$ cat src/rtl/mem_wb_stage_pkg.sv
`default_nettype none
// ============================================================================
//  Module      : mem_wb_stage_pkg
//  Description : Shared definitions for the MEM/WB stage: LSU opcodes, the
//                load-hold FSM state type and the WB control register struct.
//  Revision    : 1.0  initial release
// ============================================================================
package mem_wb_stage_pkg;

    // LSU opcodes; bit 3 selects zero-extension for sub-word loads.
    localparam logic [3:0] LD_B  = 4'b0000;
    localparam logic [3:0] LD_H  = 4'b0001;
    localparam logic [3:0] LD_W  = 4'b0010;
    localparam logic [3:0] LD_BU = 4'b1000;
    localparam logic [3:0] LD_HU = 4'b1001;
    localparam logic [3:0] ST_B  = 4'b0100;
    localparam logic [3:0] ST_H  = 4'b0101;
    localparam logic [3:0] ST_W  = 4'b0110;

    // IDLE: load data comes straight from the SRAM port.
    // HOLD: the SRAM word was captured while stalled and is replayed.
    typedef enum logic [0:0] {
        IDLE = 1'b0,
        HOLD = 1'b1
    } hold_state_e;

    // Width-independent part of the WB pipeline register.
    typedef struct packed {
        logic        valid;
        logic [31:0] pc;
        logic [31:0] inst;
        logic        rw_en;
        logic        ram_rd_en;
        logic [3:0]  lsu_op;
        logic        csr_wen;
    } wb_ctrl_t;

endpackage
`default_nettype wire

$ cat src/rtl/mem_wb_stage_load_align.sv
`default_nettype none
// ============================================================================
//  Module      : load_align
//  Description : Combinational load aligner. Selects the byte/half/word at the
//                given offset of the raw SRAM word and sign/zero-extends it.
//  Ports       : raw_i      raw SRAM word
//                lsu_op_i   LSU opcode
//                off_i      low address bits
//                data_o     aligned, extended load data (0 when misaligned)
//                misalign_o access is misaligned for its size
//  Revision    : 1.0  initial release
// ============================================================================
module load_align
    import mem_wb_stage_pkg::*;
#(
    parameter int DATA_W = 32
) (
    input  logic [DATA_W-1:0] raw_i,
    input  logic [3:0]        lsu_op_i,
    input  logic [1:0]        off_i,
    output logic [DATA_W-1:0] data_o,
    output logic              misalign_o
);

    logic [7:0]  byte_sel;
    logic [15:0] half_sel;
    logic        half_ok;

    always_comb begin
        byte_sel = raw_i[7:0];
        case (off_i)
            2'b00:   byte_sel = raw_i[7:0];
            2'b01:   byte_sel = raw_i[15:8];
            2'b10:   byte_sel = raw_i[23:16];
            default: byte_sel = raw_i[31:24];
        endcase

        half_sel = 16'h0000;
        half_ok  = 1'b1;
        case (off_i)
            2'b00:   half_sel = raw_i[15:0];
            2'b01:   half_sel = raw_i[23:8];
            2'b10:   half_sel = raw_i[31:16];
            default: half_ok  = 1'b0;
        endcase

        data_o     = '0;
        misalign_o = 1'b0;
        case (lsu_op_i)
            LD_B:  data_o = {{(DATA_W-8){byte_sel[7]}}, byte_sel};
            LD_BU: data_o = {{(DATA_W-8){1'b0}}, byte_sel};
            LD_H: begin
                if (half_ok) data_o = {{(DATA_W-16){half_sel[15]}}, half_sel};
                else         misalign_o = 1'b1;
            end
            LD_HU: begin
                if (half_ok) data_o = {{(DATA_W-16){1'b0}}, half_sel};
                else         misalign_o = 1'b1;
            end
            LD_W: begin
                if (off_i == 2'b00) data_o = raw_i;
                else                misalign_o = 1'b1;
            end
            default: data_o = raw_i;
        endcase
    end

endmodule
`default_nettype wire

$ cat src/rtl/mem_wb_stage.sv
`default_nettype none
// ============================================================================
//  Module      : mem_wb_stage
//  Description : MEM/WB pipeline register and writeback. Completes loads from
//                the one-cycle-latency SRAM, holding the returned word across
//                stalls, and drives the RF/CSR write ports and WB trace.
//  Ports       : clk, rst_n (sync, active low), stall, flush
//                m_*           memory-stage instruction fields
//                sram_rd_data  SRAM word, valid the cycle after the request
//                rf_*/csr_*    write ports, gated to fire once per instruction
//                wb_valid/pc/inst, ld_misalign  WB status
//  Options     : MEM_WB_DIFFTEST_EN adds commit_valid/commit_ld_vaddr/
//                commit_wdata trace outputs (one-cycle-delayed retire info).
//  Revision    : 1.0  initial release
// ============================================================================
module mem_wb_stage
    import mem_wb_stage_pkg::*;
#(
    parameter int DATA_W     = 32,
    parameter int RF_ADDR_W  = 5,
    parameter int CSR_ADDR_W = 14
) (
    input  logic                  clk,
    input  logic                  rst_n,
    input  logic                  stall,
    input  logic                  flush,
    input  logic                  m_valid,
    input  logic [31:0]           m_pc,
    input  logic [31:0]           m_inst,
    input  logic                  m_rw_en,
    input  logic [RF_ADDR_W-1:0]  m_rw_addr,
    input  logic [DATA_W-1:0]     m_rw_data,
    input  logic                  m_ram_rd_en,
    input  logic [3:0]            m_lsu_op,
    input  logic                  m_csr_wen,
    input  logic [CSR_ADDR_W-1:0] m_csr_waddr,
    input  logic [DATA_W-1:0]     m_csr_wdata,
    input  logic [DATA_W-1:0]     sram_rd_data,
    output logic                  rf_we,
    output logic [RF_ADDR_W-1:0]  rf_waddr,
    output logic [DATA_W-1:0]     rf_wdata,
    output logic                  csr_we,
    output logic [CSR_ADDR_W-1:0] csr_waddr,
    output logic [DATA_W-1:0]     csr_wdata,
    output logic                  wb_valid,
    output logic [31:0]           wb_pc,
    output logic [31:0]           wb_inst,
    output logic                  ld_misalign
`ifdef MEM_WB_DIFFTEST_EN
    ,
    output logic                  commit_valid,
    output logic [31:0]           commit_ld_vaddr,
    output logic [31:0]           commit_wdata
`endif
);

    wb_ctrl_t              ctrl_q;
    logic [RF_ADDR_W-1:0]  rw_addr_q;
    logic [DATA_W-1:0]     rw_data_q;
    logic [CSR_ADDR_W-1:0] csr_waddr_q;
    logic [DATA_W-1:0]     csr_wdata_q;

    hold_state_e           state_q, state_d;
    logic [DATA_W-1:0]     hold_q, hold_d;

    logic [DATA_W-1:0]     raw_word;
    logic [DATA_W-1:0]     ld_data;
    logic                  ld_mis;

    // ---------------- WB pipeline register ----------------
    always_ff @(posedge clk) begin
        if (!rst_n) begin
            ctrl_q      <= '0;
            rw_addr_q   <= '0;
            rw_data_q   <= '0;
            csr_waddr_q <= '0;
            csr_wdata_q <= '0;
        end else if (!stall) begin
            if (flush) begin
                ctrl_q.valid <= 1'b0;
            end else begin
                ctrl_q.valid     <= m_valid;
                ctrl_q.pc        <= m_pc;
                ctrl_q.inst      <= m_inst;
                ctrl_q.rw_en     <= m_rw_en;
                ctrl_q.ram_rd_en <= m_ram_rd_en;
                ctrl_q.lsu_op    <= m_lsu_op;
                ctrl_q.csr_wen   <= m_csr_wen;
                rw_addr_q        <= m_rw_addr;
                rw_data_q        <= m_rw_data;
                csr_waddr_q      <= m_csr_waddr;
                csr_wdata_q      <= m_csr_wdata;
            end
        end
    end

    // ---------------- Load-hold FSM ----------------
    always_ff @(posedge clk) begin
        if (!rst_n) begin
            state_q <= IDLE;
            hold_q  <= '0;
        end else begin
            state_q <= state_d;
            hold_q  <= hold_d;
        end
    end

    // The SRAM word is only on its port during the first WB cycle; if that
    // cycle is stalled, capture it so the eventual write uses the right word.
    always_comb begin
        state_d = state_q;
        hold_d  = hold_q;
        case (state_q)
            IDLE: begin
                if (stall && ctrl_q.valid && ctrl_q.ram_rd_en) begin
                    state_d = HOLD;
                    hold_d  = sram_rd_data;
                end
            end
            HOLD: begin
                if (!stall) state_d = IDLE;
            end
            default: state_d = IDLE;
        endcase
    end

    assign raw_word = (state_q == HOLD) ? hold_q : sram_rd_data;

    load_align #(
        .DATA_W (DATA_W)
    ) u_load_align (
        .raw_i      (raw_word),
        .lsu_op_i   (ctrl_q.lsu_op),
        .off_i      (rw_data_q[1:0]),
        .data_o     (ld_data),
        .misalign_o (ld_mis)
    );

    // ---------------- Writeback outputs ----------------
    assign ld_misalign = ctrl_q.valid & ctrl_q.ram_rd_en & ld_mis;

    // Gating on ~stall makes each write fire only in the first unstalled cycle.
    assign rf_we    = ctrl_q.valid & ctrl_q.rw_en & (rw_addr_q != '0)
                    & ~ld_misalign & ~stall;
    assign rf_waddr = rw_addr_q;
    assign rf_wdata = ld_misalign      ? '0      :
                      ctrl_q.ram_rd_en ? ld_data : rw_data_q;

    assign csr_we    = ctrl_q.valid & ctrl_q.csr_wen & ~stall;
    assign csr_waddr = csr_waddr_q;
    assign csr_wdata = csr_wdata_q;

    assign wb_valid = ctrl_q.valid;
    assign wb_pc    = ctrl_q.pc;
    assign wb_inst  = ctrl_q.inst;

`ifdef MEM_WB_DIFFTEST_EN
    logic        commit_valid_q;
    logic [31:0] commit_ld_vaddr_q;
    logic [31:0] commit_wdata_q;

    // An instruction retires in its single unstalled WB cycle.
    always_ff @(posedge clk) begin
        if (!rst_n) begin
            commit_valid_q    <= 1'b0;
            commit_ld_vaddr_q <= '0;
            commit_wdata_q    <= '0;
        end else begin
            commit_valid_q    <= ctrl_q.valid & ~stall;
            commit_ld_vaddr_q <= ctrl_q.ram_rd_en ? rw_data_q[31:0] : 32'h0;
            commit_wdata_q    <= rf_we  ? rf_wdata[31:0]  :
                                 csr_we ? csr_wdata[31:0] : 32'h0;
        end
    end

    assign commit_valid    = commit_valid_q;
    assign commit_ld_vaddr = commit_ld_vaddr_q;
    assign commit_wdata    = commit_wdata_q;
`endif

endmodule
`default_nettype wire

$ cat config.mk
export PLATFORM = sky130hd
export DESIGN_NAME = mem_wb_stage
export DESIGN_NICKNAME = d
export VERILOG_FILES = /design/src/rtl/mem_wb_stage_pkg.sv /design/src/rtl/mem_wb_stage_load_align.sv /design/src/rtl/mem_wb_stage.sv
export SDC_FILE = /design/constraint.sdc
export NUM_CORES = 1
export LEC_CHECK = 0
export ABC_AREA = 1
export CAP_MARGIN = 20
export CELL_PAD_IN_SITES_DETAIL_PLACEMENT = 0
export CELL_PAD_IN_SITES_GLOBAL_PLACEMENT = 1
export CORE_MARGIN = 2
export CORE_UTILIZATION = 30
export DETAILED_ROUTE_END_ITERATION = 12
export HOLD_SLACK_MARGIN = 0.05
export PLACE_DENSITY_LB_ADDON = 0.1
export SLEW_MARGIN = 25
export SYNTH_ARGS = -nofsm -noshare
export SYNTH_HDL_FRONTEND = slang
export SYNTH_SLANG_ARGS = --single-unit
$ cat constraint.sdc
create_clock -name clk -period 2.45 [get_ports clk]
set_input_delay 0.735 -clock clk [delete_from_list [all_inputs] [get_ports clk]]
set_output_delay 0.735 -clock clk [all_outputs]
set_load 0.02 [all_outputs]
==> impl_summary.txt, run 1 <==
----------------------------------------------------
[Detailed routing]
  # DRC ... 0
  Detailed Routing Iterations Pass 1 ... 5
  Number of antenna-violating nets in the routed design ... 0
  Initial detailed-routing violation count ... 555
  Routed WL per cell ... 16.9 um
  Total routed wirelength ... 34700 um
  Met3 WL ... 2270 um
  Via density per instance ... 4.55
  Detailed route wirelength on metal2 ... 17300 um
  Top routing layer used ... met5
  Wire length on met1 ... 14400 um
  Number of vias after detailed routing ... 9344

[Global route]
  Remaining Overflow, GRT ... 0
  Combined global-route utilization of all metal layers ... 0.219
  Initial antenna violation count ... 5
  Largest net degree at the start of global routing ... 79
  Via count of the first global-routing pass ... 9163
  First-pass GRT wire length ... 52200 um

[Timing]
  Setup repair after global routing missed its margin ... yes
  Post-route clock period utilization ... 1.13
  Summed negative setup slack over all endpoints ... -8.78 ns
  Worst slew margin relative to its limit ... 0.737
  Fin crit period ... 2.78 ns
  Setup clock skew after layout ... 0.0174 ns
  Maximum clock frequency ... 360 MHz
  Final number of setup-violating endpoints ... 34
  Slew at the pin closest to its max-slew limit ... 0.395 ns
  Smallest setup slack after layout ... -0.327 ns
  Final Hold Vio Count ... 0
  Max Transition Viols Final ... 0

[Logic synthesis]
  Share of async-settable or async-resettable flops after synthesis ... 0
  Cells after synthesis ... 1309
  Mapped cell area ... 8840 um^2
  Dominant combinational cell family by area after synthesis ... simple AND/OR/NAND/NOR gates
  Simple-gate share of the synthesized area ... 0.294
  Warnings from Yosys ... 0
  Post-synthesis sequential area ratio ... 0.426
  Area share of fa/ha/maj cells after synthesis ... 0
  Primary FF master, synth ... sky130_fd_sc_hd__dfxtp_1
  Post-Syn Nets ... 1500
  Complex-gate fraction of the synthesized area ... 0.156
  Fraction of synthesized area in multiplexers ... 0
  Syn_area_per_cell ... 6.75 um^2
  Count of flip-flops with a built-in enable after synthesis ... 0
  Count of cell types in the netlist ... 26
  Xor and xnor fraction of the mapped netlist area ... 0
  Flip-flop and latch count after synthesis ... 188

[Power]
  Total leakage power ... 6.20 nW
  Tot Pwr ... 8.20 mW
  Maximum resistive drop on vdd ... 0.000491 V
  Pwr Density ... 568 nW/um^2

[Clock network]
  Hold-fix buffers, CTS ... 0
  Number of buffers between clock root and the deepest sink ... 2
  Worst skew pair latency ... 0.45 ns
  Sinks on Clock Net ... 188
  Level count of the clock H-tree ... 4
  Worst-path clk slew ... 0.08 ns
  Library cell used as clock root buffer ... sky130_fd_sc_hd__clkbuf_16
  Clock tree from TritonCTS ... built
  Number of clock buffers inserted by TritonCTS ... 17

[Floorplanning]
  Die width ... 176 um
  Core box area ... 28900 um^2
  Initial core utilization ... 0.306
  Total I/O pin count ... 342
  Overall die area ... 30800 um^2
  Y dimension of the die ... 176 um
  Standard-cell rows ... 62

[Setup path]
  Critical Path AT ... 2.04 ns
  Setup slack, reg-to-reg ... 0.66 ns
  Max stage delay cell, worst path ... sky130_fd_sc_hd__dfxtp_4
  CP delay by family, top ... simple AND/OR/NAND/NOR gates
  Setup CP Type ... register to output pin
  WP data required ... 1.71 ns
  Crit path max fanout ... 8
  Levels on crit path ... 12
  Count of cells along the worst register-to-register path ... 8
  WP buf/inv ... 5
  Source of the critical timing path ... state_q
  Worst flop-to-flop path endpoint ... hold_q[6]
  Cell Chain, Critical Path ... inv_8, buf_8, nand2_4, nand2_4, nand2_2, nand3_4, nand3_4, buf_6, nand3_2, nand2_1, inv_1, buf_6
  Element type at the critical path end ... output pin
  Critical Path End ... rf_wdata[28]
  Worst reg2reg path startpoint ... ctrl_q[5]
  Delay of the slowest cell on the worst path ... 0.38 ns
  Startpoint type of the worst setup path ... register

[Run status]
  Run status ... finished, violations left
  Failing checks ... negative setup slack

[Finish]
  Most common cell after layout, fill and taps aside ... sky130_fd_sc_hd__nor2_1
  Leading cell types in the layout, fill and taps excluded ... sky130_fd_sc_hd__nor2_1, sky130_fd_sc_hd__clkdlybuf4s50_1, sky130_fd_sc_hd__o21ai_0, sky130_fd_sc_hd__nand2_1, sky130_fd_sc_hd__dfxtp_1
  Layout net count ... 1847
  FILL cells ... 2871
  Area Growth Syn to Fin ... 63.2%
  Fraction of final layout cells sized beyond drive strength 1 ... 0.198
  Fraction of the core area covered by cells at the end of the flow ... 0.500
  Final standard cell area without fillers ... 14400 um^2

[Job]
  Number of max-cap violations ... 0

[Placed design]
  Half-perimeter wire length of the detailed placement result ... 24300 um
  Final RePlAce weighted congestion ... 0.811
  Placed inst area ... 12800 um^2
  Number of port buffers ... 341

[Worst hold path]
  Worst hold path type ... register to register

----------------------------------------------------
-- layer usage --
| layer | global-route usage | vias to the layer above |
|---|---|---|
| met5 | 0 | - |
| met4 | 0.0778 | 2 |
| met3 | 0.0649 | 44 |
| met2 | 0.384 | 278 |
| met1 | 0.253 | 4241 |
| li1 | - | 4779 |
-- report_power, final --
part	internal, mW	switching, mW
Sequential	3.23	0.0935
Combinational	1.01	1.09
Clock	1.43	1.35
-- logic make-up after synthesis --
kind of cell / count (synthesis)
AO/OA/AOI/OAI: 268
AND/OR/NAND/NOR: 649
flip-flops: 188
buffers and inverters: 204
-- stage by stage --
step                cells  worst slack, ns  hold WS [ns]
floorplan            1309           0.0768         0.425
global placement     1992            -1.00         0.432
finish               2054           -0.327         0.450
CTS                  2044           -0.331         0.453
global route         2053           -0.414         0.467
detailed placement   1992            -1.00         0.438
-- state kept, by name, summed over array words and instances (netlist names) --
name / cells
csr_wdata: 32
ctrl_q: 7
wb_pc: 32
rf_waddr: 5
hold_q: 32
wb_inst: 32
wb_valid: 1
csr_waddr: 14
state_q: 1
rw_data_q: 32
-- worst min-delay path by stage --
stage	startpoint	to	slack [ns]	cells past startpoint
floorplan	hold_q[14]	hold_q[14]	0.42	2
detailed placement	hold_q[1]	hold_q[1]	0.44	2
finish	hold_q[1]	hold_q[1]	0.45	2
CTS	hold_q[1]	hold_q[1]	0.45	2
global route	hold_q[7]	hold_q[7]	0.47	2
global placement	hold_q[14]	hold_q[14]	0.43	2
-- repair_timing --
| action | 4_1_cts | 5_1_grt |
|---|---|---|
| setup buffers | 13 | 7 |
| pin swaps | 46 | 24 |
| setup endpoints to repair | 35 | 34 |
| resized for setup | 319 | 63 |
| cloned | 8 | 2 |
-- cells in the mapped netlist, types with 8 or more instances --
cell type                  number  area [um^2]
sky130_fd_sc_hd__a21oi_1       44          220
sky130_fd_sc_hd__a21oi_2        8         70.1
sky130_fd_sc_hd__buf_2         18         90.1
sky130_fd_sc_hd__buf_4         65          488
sky130_fd_sc_hd__buf_6          8         90.1
sky130_fd_sc_hd__clkbuf_1      53          199
sky130_fd_sc_hd__dfxtp_1      188         3760
sky130_fd_sc_hd__inv_1         46          173
sky130_fd_sc_hd__inv_2         11         41.3
sky130_fd_sc_hd__nand2_1      221          830
sky130_fd_sc_hd__nand3_1       28          140
sky130_fd_sc_hd__nor2_1       380         1430
sky130_fd_sc_hd__o21ai_0      201         1010
sky130_fd_sc_hd__o21ai_1       14         70.1
-- cell type report --
class | instances | area [um^2] | share of cell area
Timing Repair Buffer | 469 | 4800 | 0.333
Multi-Input combinational cell | 921 | 4550 | 0.315
Sequential cell | 188 | 3780 | 0.262
Tap cell | 384 | 480 | 0.0333
Clock buffer | 19 | 433 | 0.0300
Inverter | 59 | 246 | 0.0171
Clock inverter | 12 | 126 | 0.00876
Antenna cell | 2 | 5.00 | 0.000347
-- tightest hold or removal path, cell delays in order (launching register included) --
cell	delay [ns]
sky130_fd_sc_hd__dfxtp_1	0.30
sky130_fd_sc_hd__inv_1	0.06
sky130_fd_sc_hd__a21oi_1	0.05
(Power assumes the default switching activity.)
==> run 2: changes to the inputs <==
--- a/config.mk
+++ b/config.mk
@@ -16,3 +16,3 @@
 export PLACE_DENSITY_LB_ADDON = 0.1
-export SLEW_MARGIN = 25
+export SLEW_MARGIN = 5
 export SYNTH_ARGS = -nofsm -noshare
==> constraint.sdc (replaced) <==
create_clock -name clk -period 2.45 [get_ports clk]
set_input_delay 0.245 -clock clk [delete_from_list [all_inputs] [get_ports clk]]
set_output_delay 0.245 -clock clk [all_outputs]
set_load 0.02 [all_outputs]
==> run 2 against run 1 <==
- the run now ends clean
- combinational power shrank 10%
- global-route usage shrank 1.0 points
- register-to-register slack lost 0.05 ns
- clock skew shrank 0.0074 ns
- power shrank 2.0%
- critical path depth grew 1
- critical path type unchanged
- critical endpoint is now rf_wdata[14]
- largest cell class is now multi-input gates
- largest power group unchanged
==> impl_summary.txt, run 2 (same netlist as run 1, synthesis figures left out) <==
----------------------------------------------------
[Clock network]
  Worst-path clk slew ... 0.09 ns (about the same)
  Level count of the clock H-tree ... 4 (unchanged)
  Sinks on Clock Net ... 188 (unchanged)
  Number of clock buffers inserted by TritonCTS ... 17 (unchanged)
  Library cell used as clock root buffer ... sky130_fd_sc_hd__clkbuf_16
  Clock tree from TritonCTS ... built
  Number of buffers between clock root and the deepest sink ... 2 (unchanged)
  Worst skew pair latency ... 0.43 ns (-0.02 ns)

[Power]
  Tot Pwr ... 8.03 mW (-2.0%)
  Switching share of total power ... 0.316 (+0.00680)
  Maximum resistive drop on vdd ... 0.000424 V (-14%)
  Part of the power in the clock network ... 0.352 (+0.013)
  Total leakage power ... 5.73 nW (-7.6%)
  Pwr Density ... 604 nW/um^2 (+6.3%)
  Switching power of the nets ... 2.54 mW (+0.11%)
  Sequential fraction of design power ... 0.413 (+0.008)
  Fraction of power consumed by combinational cells ... 0.235 (-0.021)
  Power Internal ... 5.49 mW (-3.0%)

[Timing]
  Fin crit period ... 2.41 ns (-0.363 ns)
  Final number of setup-violating endpoints ... 0 (-100%)
  Setup repair after global routing missed its margin ... yes
  Max Transition Viols Final ... 0 (unchanged)
  Hold slack ... 0.210 ns (-0.240 ns)
  Setup clock skew after layout ... 0.00992 ns (-0.00744 ns)
  Final Hold Vio Count ... 0 (unchanged)
  Maximum clock frequency ... 414 MHz (+15%)
  Smallest setup slack after layout ... 0.0368 ns (+0.363 ns)
  Summed negative setup slack over all endpoints ... 0 ns (+8.78 ns)
  Slew at the pin closest to its max-slew limit ... 0.726 ns (+0.332 ns)
  Worst slew margin relative to its limit ... 0.516 (-0.221)
  Post-route clock period utilization ... 0.985 (-0.148)

[Floorplanning]
  Die width ... 176 um (unchanged)
  Initial core utilization ... 0.306 (unchanged)
  Total I/O pin count ... 342 (unchanged)
  Core box area ... 28900 um^2 (unchanged)
  Y dimension of the die ... 176 um (unchanged)
  Overall die area ... 30800 um^2 (unchanged)
  Standard-cell rows ... 62 (unchanged)

[Detailed routing]
  Number of vias after detailed routing ... 8999 (-3.7%)
  Number of antenna-violating nets in the routed design ... 0 (unchanged)
  Detailed Routing Iterations Pass 1 ... 5 (unchanged)
  Total routed wirelength ... 33000 um (-5.1%)
  Initial detailed-routing violation count ... 441 (-21%)
  # DRC ... 0 (unchanged)
  Via density per instance ... 4.51 (-0.84%)
  Routed WL per cell ... 16.5 um (-2.3%)

[Setup path]
  Critical Path AT ... 2.17 ns (+0.13 ns)
  Startpoint type of the worst setup path ... register
  Setup CP Type ... register to output pin
  Element type at the critical path end ... output pin
  WP data required ... 2.20 ns (+0.49 ns)
  Crit path max fanout ... 6 (-2)

[Placed design]
  Number of port buffers ... 341 (unchanged)
  Pre-CTS setup slack ... -0.0360 ns (+0.968 ns)
  Half-perimeter wire length of the detailed placement result ... 22900 um (-5.6%)
  Final RePlAce weighted congestion ... 0.821 (+1.2%)

[Run status]
  Run status ... finished, final reports clean

[Finish]
  Fraction of final layout cells sized beyond drive strength 1 ... 0.128 (-0.0704)
  Layout net count ... 1787 (-3.2%)
  Leading cell types in the layout, fill and taps excluded ... sky130_fd_sc_hd__nor2_1, sky130_fd_sc_hd__clkdlybuf4s50_1, sky130_fd_sc_hd__nand2_1, sky130_fd_sc_hd__o21ai_0, sky130_fd_sc_hd__dfxtp_1
  Most common cell after layout, fill and taps aside ... sky130_fd_sc_hd__nor2_1
  Area Growth Syn to Fin ... 50.5%

[Global route]
  Initial antenna violation count ... 2 (-3)
  Via count of the first global-routing pass ... 8732 (-4.7%)
  First-pass GRT wire length ... 50300 um (-3.5%)
  Remaining Overflow, GRT ... 0 (unchanged)
  Combined global-route utilization of all metal layers ... 0.209 (-0.00997)
  Largest net degree at the start of global routing ... 149 (+89%)

[Worst hold path]
  Worst hold path type ... input port to register

[Job]
  Number of max-cap violations ... 0 (unchanged)

----------------------------------------------------
## run 2: changes by cell type in the layout (fill, tap and decap cells not counted), sizes merged, moves of 2 or more
| cell | change |
|---|---|
| buf | -69 |
| clkbuf | +4 |
| clkdlybuf4s15 | +4 |
| clkdlybuf4s50 | +23 |
| clkinv | +8 |
| clkinvlp | -3 |
| dlygate4sd2 | -18 |
| dlymetal6s2s | -2 |
| inv | -2 |
## run 2: area by class of cell
cell class,count,area [um^2]
clock buffers,18,429
diodes,2,5.00
fillers,3022,15600
flip-flops and latches,188,3770
multi-input cells,919,4180
well taps,384,480
inverters,59,238
repair buffers,411,4030
clock inverters,14,166
## run 2: what timing repair did
item                                    4_1_cts  5_1_grt
hold buffers                                  0        0
endpoints found under the setup margin       34       33
setup buffers                                10       15
gates cloned                                  2        2
pin swaps                                     5       19
resized for setup                           127       63
## run 2: worst paths after layout
| kind | start | end | slack (ns) | depth (start not counted) |
|---|---|---|---|---|
| worst max-delay path | state_q | rf_wdata[14] | 0.04 | 13 |
| worst min-delay path | rst_n | wb_pc[6] | 0.21 | 3 |
| worst max register to register | state_q | hold_q[21] | 0.61 | 9 |
| worst min register to register | hold_q[1] | hold_q[1] | 0.45 | 2 |
## run 2: routing by layer
layer,share of wire,vias up,track usage
li1,-,4654,-
met1,0.42,4061,0.250
met2,0.49,255,0.357
met3,0.073,29,0.0682
met4,0.019,0,0.0634
met5,0,-,0
## run 2: through the flow
stage | util | std cells | instance area, um^2
floorplan | - | 1309 | 8840
global route | 0.461 | 1994 | 13300
finish | 0.461 | 1995 | 13300
detailed placement | 0.427 | 1933 | 12300
global placement | 0.427 | 1933 | 12300
CTS | 0.451 | 1977 | 13000
## run 2: worst max-delay path: stages, from the launching register on
cell and delay [ns]:
sky130_fd_sc_hd__dfxtp_4 0.39, sky130_fd_sc_hd__inv_8 0.05, sky130_fd_sc_hd__buf_8 0.13, sky130_fd_sc_hd__nand2_2 0.05
sky130_fd_sc_hd__nand2_2 0.08, sky130_fd_sc_hd__nand2_2 0.09, sky130_fd_sc_hd__nand4_4 0.20, sky130_fd_sc_hd__buf_12 0.20
sky130_fd_sc_hd__nand2_8 0.05, sky130_fd_sc_hd__buf_8 0.12, sky130_fd_sc_hd__nand2_1 0.06, sky130_fd_sc_hd__nor2_1 0.10
sky130_fd_sc_hd__nor2_1 0.05, sky130_fd_sc_hd__buf_4 0.15
## run 2: power by group through the flow
stage / logic (mW) / registers (mW) / clock network (mW)
floorplan: 0.879 / 3.44 / 0
global placement: 1.81 / 3.38 / 0
detailed placement: 1.81 / 3.39 / 0
CTS: 1.83 / 3.32 / 2.95
global route: 2.04 / 3.34 / 3.03
finish: 1.88 / 3.32 / 2.83
